File: src/rtl/wb_arbiter_pkg.sv
// Shared core constants: register-file geometry and writeback requester indices.
package wb_arbiter_pkg;

    localparam int unsigned ADDR_W_DEF = 5;
    localparam int unsigned DATA_W_DEF = 32;

    localparam int unsigned REQ_ALU = 0;
    localparam int unsigned REQ_LD  = 1;

    typedef enum logic {
        ReqAlu = 1'b0,
        ReqLd  = 1'b1
    } req_e;

endpackage

File: src/rtl/rr_arb2.sv
// Two-way round-robin grant: valid pair plus last-winner pointer gives a one-hot grant.
module rr_arb2
    import wb_arbiter_pkg::*;
(
    input  logic       alu_valid,
    input  logic       ld_valid,
    input  logic       last_ld,
    input  logic       block,
    output logic [1:0] gnt
);

    req_e winner;

    always_comb begin
        gnt    = 2'b00;
        winner = ReqAlu;
        if (alu_valid && ld_valid) begin
            // On a conflict the requester that did not win last time goes first.
            winner = last_ld ? ReqAlu : ReqLd;
        end else if (ld_valid) begin
            winner = ReqLd;
        end
        if (!block && (alu_valid || ld_valid)) begin
            gnt[winner] = 1'b1;
        end
    end

endmodule

File: src/rtl/wb_arbiter.sv
// Shares the single regfile write port between the ALU and load-unit writeback paths.
module wb_arbiter
    import wb_arbiter_pkg::*;
#(
    parameter int unsigned ADDR_W = ADDR_W_DEF,
    parameter int unsigned DATA_W = DATA_W_DEF,
    parameter int unsigned CNT_W  = 16
) (
    input  logic              clk,
    input  logic              rst,
    input  logic              alu_valid,
    output logic              alu_ready,
    input  logic [ADDR_W-1:0] alu_addr,
    input  logic [DATA_W-1:0] alu_data,
    input  logic              ld_valid,
    output logic              ld_ready,
    input  logic [ADDR_W-1:0] ld_addr,
    input  logic [DATA_W-1:0] ld_data,
    input  logic              flush,
    output logic              we,
    output logic [ADDR_W-1:0] waddr,
    output logic [DATA_W-1:0] wdata,
    output logic              gnt_ld,
    output logic [CNT_W-1:0]  conflict_cnt
);

    localparam logic [CNT_W-1:0] CntMax = '1;
    localparam logic [CNT_W-1:0] CntOne = {{(CNT_W-1){1'b0}}, 1'b1};

    logic [1:0]        gnt;
    logic              last_ld;
    logic              xfer;
    logic              sel_ld;
    logic [ADDR_W-1:0] sel_addr;
    logic [DATA_W-1:0] sel_data;

    rr_arb2 u_rr_arb2 (
        .alu_valid (alu_valid),
        .ld_valid  (ld_valid),
        .last_ld   (last_ld),
        .block     (rst | flush),
        .gnt       (gnt)
    );

    assign alu_ready = gnt[REQ_ALU];
    assign ld_ready  = gnt[REQ_LD];
    assign xfer      = |gnt;
    assign sel_ld    = gnt[REQ_LD];
    assign sel_addr  = sel_ld ? ld_addr : alu_addr;
    assign sel_data  = sel_ld ? ld_data : alu_data;

    always_ff @(posedge clk) begin
        if (rst) begin
            we           <= 1'b0;
            waddr        <= '0;
            wdata        <= '0;
            gnt_ld       <= 1'b0;
            conflict_cnt <= '0;
            last_ld      <= 1'b1;
        end else begin
            we <= 1'b0;
            if (xfer) begin
                last_ld <= sel_ld;
                // x0 is hardwired: accept the transfer but never drive the port.
                if (sel_addr != '0) begin
                    we     <= 1'b1;
                    waddr  <= sel_addr;
                    wdata  <= sel_data;
                    gnt_ld <= sel_ld;
                end
            end
            if (alu_valid && ld_valid && !flush && conflict_cnt != CntMax) begin
                conflict_cnt <= conflict_cnt + CntOne;
            end
        end
    end

endmodule

File: config.mk
export PLATFORM = sky130hd
export DESIGN_NAME = wb_arbiter
export DESIGN_NICKNAME = d
export VERILOG_FILES = /design/src/rtl/wb_arbiter_pkg.sv /design/src/rtl/rr_arb2.sv /design/src/rtl/wb_arbiter.sv
export SDC_FILE = /design/constraint.sdc
export NUM_CORES = 1
export LEC_CHECK = 0
export ABC_AREA = 1
export CORE_UTILIZATION = 43
export CTS_CLUSTER_DIAMETER = 60
export DETAILED_ROUTE_END_ITERATION = 8
export PLACE_DENSITY = 0.81
export SLEW_MARGIN = 20
export SYNTH_ARGS = -nofsm -noshare
export SYNTH_HDL_FRONTEND = slang
export SYNTH_SLANG_ARGS = --single-unit
File: constraint.sdc
create_clock -name clk -period 2.4 [get_ports clk]
set_input_delay 0.6 -clock clk [delete_from_list [all_inputs] [get_ports clk]]
set_output_delay 0.6 -clock clk [all_outputs]
set_load 0.02 [all_outputs]
==> metrics.txt <==
internal power ~1.6 mW; vias in the first global route approximately 3200; slowest cell on the critical path clkdlybuf4s50_1; Sw Pwr between 0.5 and 0.6 mW; Leak ~2.2 nW; Tmin final roughly 2.3 ns; vias post-DR 3530; antenna viol nets, final 0; Max Fclk 428 MHz; setup violators final 0; Yosys warning total 0; Worst setup EP type output pin; Routed wire per std cell between 10 and 15 um; CP Launch Type primary input; ANT cells 0; CP arrival 1.73 ns; leading area contributor after synthesis dfxtp_1; first-pass GRT wire length about 14 mm; P per Cell Area 453 nW/um^2; cells along the critical path clkdlybuf4s50_1 > o21ai_1 > a21oi_1 > clkdlybuf4s15_2; Area contributors post-synth dfxtp_1 36%, nand2_1 22%, nor2_1 10%; row cnt 30; layout net count 728; CTS tree done; routing usage on met1 between 20% and 30%; Iteration-0 DRC Markers 92; asr flop ratio synth 0%; part of the power in registers between 40% and 50%; final instance area ~4800 sq um; synth unique cells 28; register area share after synthesis 35.6%; max cap viols 0; Most used DFF post-synth dfxtp_1; Core Region a little under 7000 sq um; Sink Count between 50 and 60; outcome finished, final reports clean; grt ovf 0; Critical Path RT approximately 1.8 ns; clock-pin slew on the worst setup and hold paths 0.10 ns; H-Tree Depth 2; Mapped Cells just over 500; syn nets 592; share of cells above drive strength 1 5.86%; DRC 0; switching portion of total power 27.4%; delay-heaviest family, CP buffers and inverters; Worst Tran Pin Value just over 0.4 ns; Worst Skew about 0.0077 ns; cts bufs inserted 5; crit path max fanout 4; clock share of power 29.0%; Worst Hold Class reg2reg; syn_area_per_cell between 6 and 7 sq um; GR peak layer met2; CTS root buffer clkbuf_8; max_slew headroom 72.7%; Synth top cells by count 187 x nand2_1, 84 x nor2_1, 56 x dfxtp_1, 54 x inv_1, 49 x nand3_1; io pins between 100 and 150; largest stage delay on the critical path 0.59 ns; GR met3 Demand/Resource 8.01%; Synth top area share 35.6%; peak supply drop 0.000212 V; EDFF count, synth 0; DRT Wirelength 8.33 mm; Period Utilization, post-route 97.3%; gr usage total between 20% and 30%; setup TNS 0 ns; unrepaired setup endpoints after global routing false; hold-fix buffers at CTS 0; Max Transition Viols Final 0; die height 87.5 um; Area Growth Syn to Fin 51.4%; # port buffers 135; Pwr Total about 2.2 mW; DIE AREA 7660 sq um; Critical path buffers and inverters 2; routability cong. 0.902; Die Width ~90 um; DPL Wire Length 6.37 mm; TritonRoute pass-1 iters 4; Worst Path Class, Setup in2out; worst skew pair latency 0.31 ns; Starting Density 45.3%; FF+latch count, synth 56; met2 track demand over resource between 30% and 40%; mean number of vias per cell approximately 4.7; most common cell in the netlist nand2_1; largest net degree at the start of global routing 40; Placed Area 4650 sq um; initial antenna violation count 0; Clock Path Buffers 2; combinational share of power 24.7%; Hold Violations, Final 0; cell area after synthesis 3150 sq um
==> worst register-to-register path: stages, from the launching register on <==
cell,delay [ns]
dfxtp_1,0.44
ha_1,0.25
nand2_1,0.10
inv_1,0.06
nand2_1,0.08
nor2_1,0.17
nand3_1,0.09
nand2_1,0.08
buf_4,0.22
nor2_1,0.07
a211oi_1,0.19
==> state kept, by name (all words and copies together) (netlist names) <==
name / cells
waddr: 5
gnt_ld: 1
last_ld: 1
wdata: 32
conflict_cnt: 16
we: 1
==> stage by stage <==
| step | utilization, % | std cells | setup WS [ns] | hold WS, ns |
|---|---|---|---|---|
| after CTS | 68.6 | 745 | 0.0302 | 0.482 |
| after detailed placement | 66.9 | 737 | -0.389 | 0.465 |
| after floorplan | - | 512 | 0.400 | 0.449 |
| final | 68.6 | 745 | 0.0650 | 0.476 |
| after global placement | 66.9 | 737 | -0.391 | 0.451 |
| after global routing | 68.6 | 745 | 0.0122 | 0.505 |
==> worst paths after layout <==
| check | slack, ns | cells after the start | startpoint | to |
|---|---|---|---|---|
| hold reg to reg | 0.48 | 2 | waddr[4]$_SDFFE_PP0P_ | waddr[4]$_SDFFE_PP0P_ |
| hold / removal | 0.48 | 2 | waddr[4]$_SDFFE_PP0P_ | waddr[4]$_SDFFE_PP0P_ |
| setup / recovery | 0.07 | 4 | ld_valid | alu_ready |
| setup reg to reg | 0.56 | 10 | conflict_cnt[0]$_SDFFE_PP0P_ | conflict_cnt[1]$_SDFFE_PP0P_ |
==> metal layers <==
layer	up-vias	wire, um
met1	1553	3550
met5	-	0
li1	1826	-
met2	139	3850
met3	12	779
met4	0	144
==> layout by cell type, fill, tap and decap left out, types with 2 or more instances in the layout <==
cell type | synthesis | layout
a21oi_1 | 14 | 14
buf_12 | 0 | 4
buf_4 | 0 | 14
clkbuf_8 | 0 | 5
clkdlybuf4s50_1 | 0 | 131
clkinv_1 | 2 | 2
dfxtp_1 | 56 | 56
dlygate4sd2_1 | 0 | 2
inv_1 | 54 | 54
nand2_1 | 187 | 187
nand3_1 | 49 | 49
nand4_1 | 5 | 5
nor2_1 | 84 | 84
nor3_1 | 8 | 8
o21ai_0 | 4 | 4
xnor2_1 | 9 | 9
xor2_1 | 2 | 2
==> cell type report <==
class	instances	area, sq um
clock buffer	5	68.8
clock inverter	3	42.5
fill	605	2180
inverter	57	216
multi-input combinational	374	1650
sequential	56	1120
tap	96	120
timing repair buffer	154	1550
==> cells by family after synthesis <==
| family | count (synthesis) | synth area share, % |
|---|---|---|
| AND/OR/NAND/NOR | 340 | 44.8 |
| buffers and inverters | 82 | 12.0 |
| flip-flops | 56 | 35.6 |
| AO/OA/AOI/OAI | 22 | 4.14 |
| XOR/XNOR | 11 | 3.06 |
| adder cells (fa/ha/maj) | 1 | 0.398 |
==> repair_timing <==
action                     in CTS  in global routing
setup endpoints to repair       3                 16
gates resized for setup         9                  2
buffers inserted                0                  0
pin swaps                       0                  1
==> power by group through the flow <==
| stage | logic (mW) | clock network [mW] | registers (mW) |
|---|---|---|---|
| after global routing | 0.584 | 0.689 | 1.00 |
| after floorplan | 0.205 | 0 | 1.07 |
| after CTS | 0.536 | 0.649 | 0.999 |
| final | 0.532 | 0.625 | 0.998 |
| after detailed placement | 0.534 | 0 | 1.02 |
| after global placement | 0.528 | 0 | 1.02 |
No activity file was read; power rests on OpenSTA's default activity.
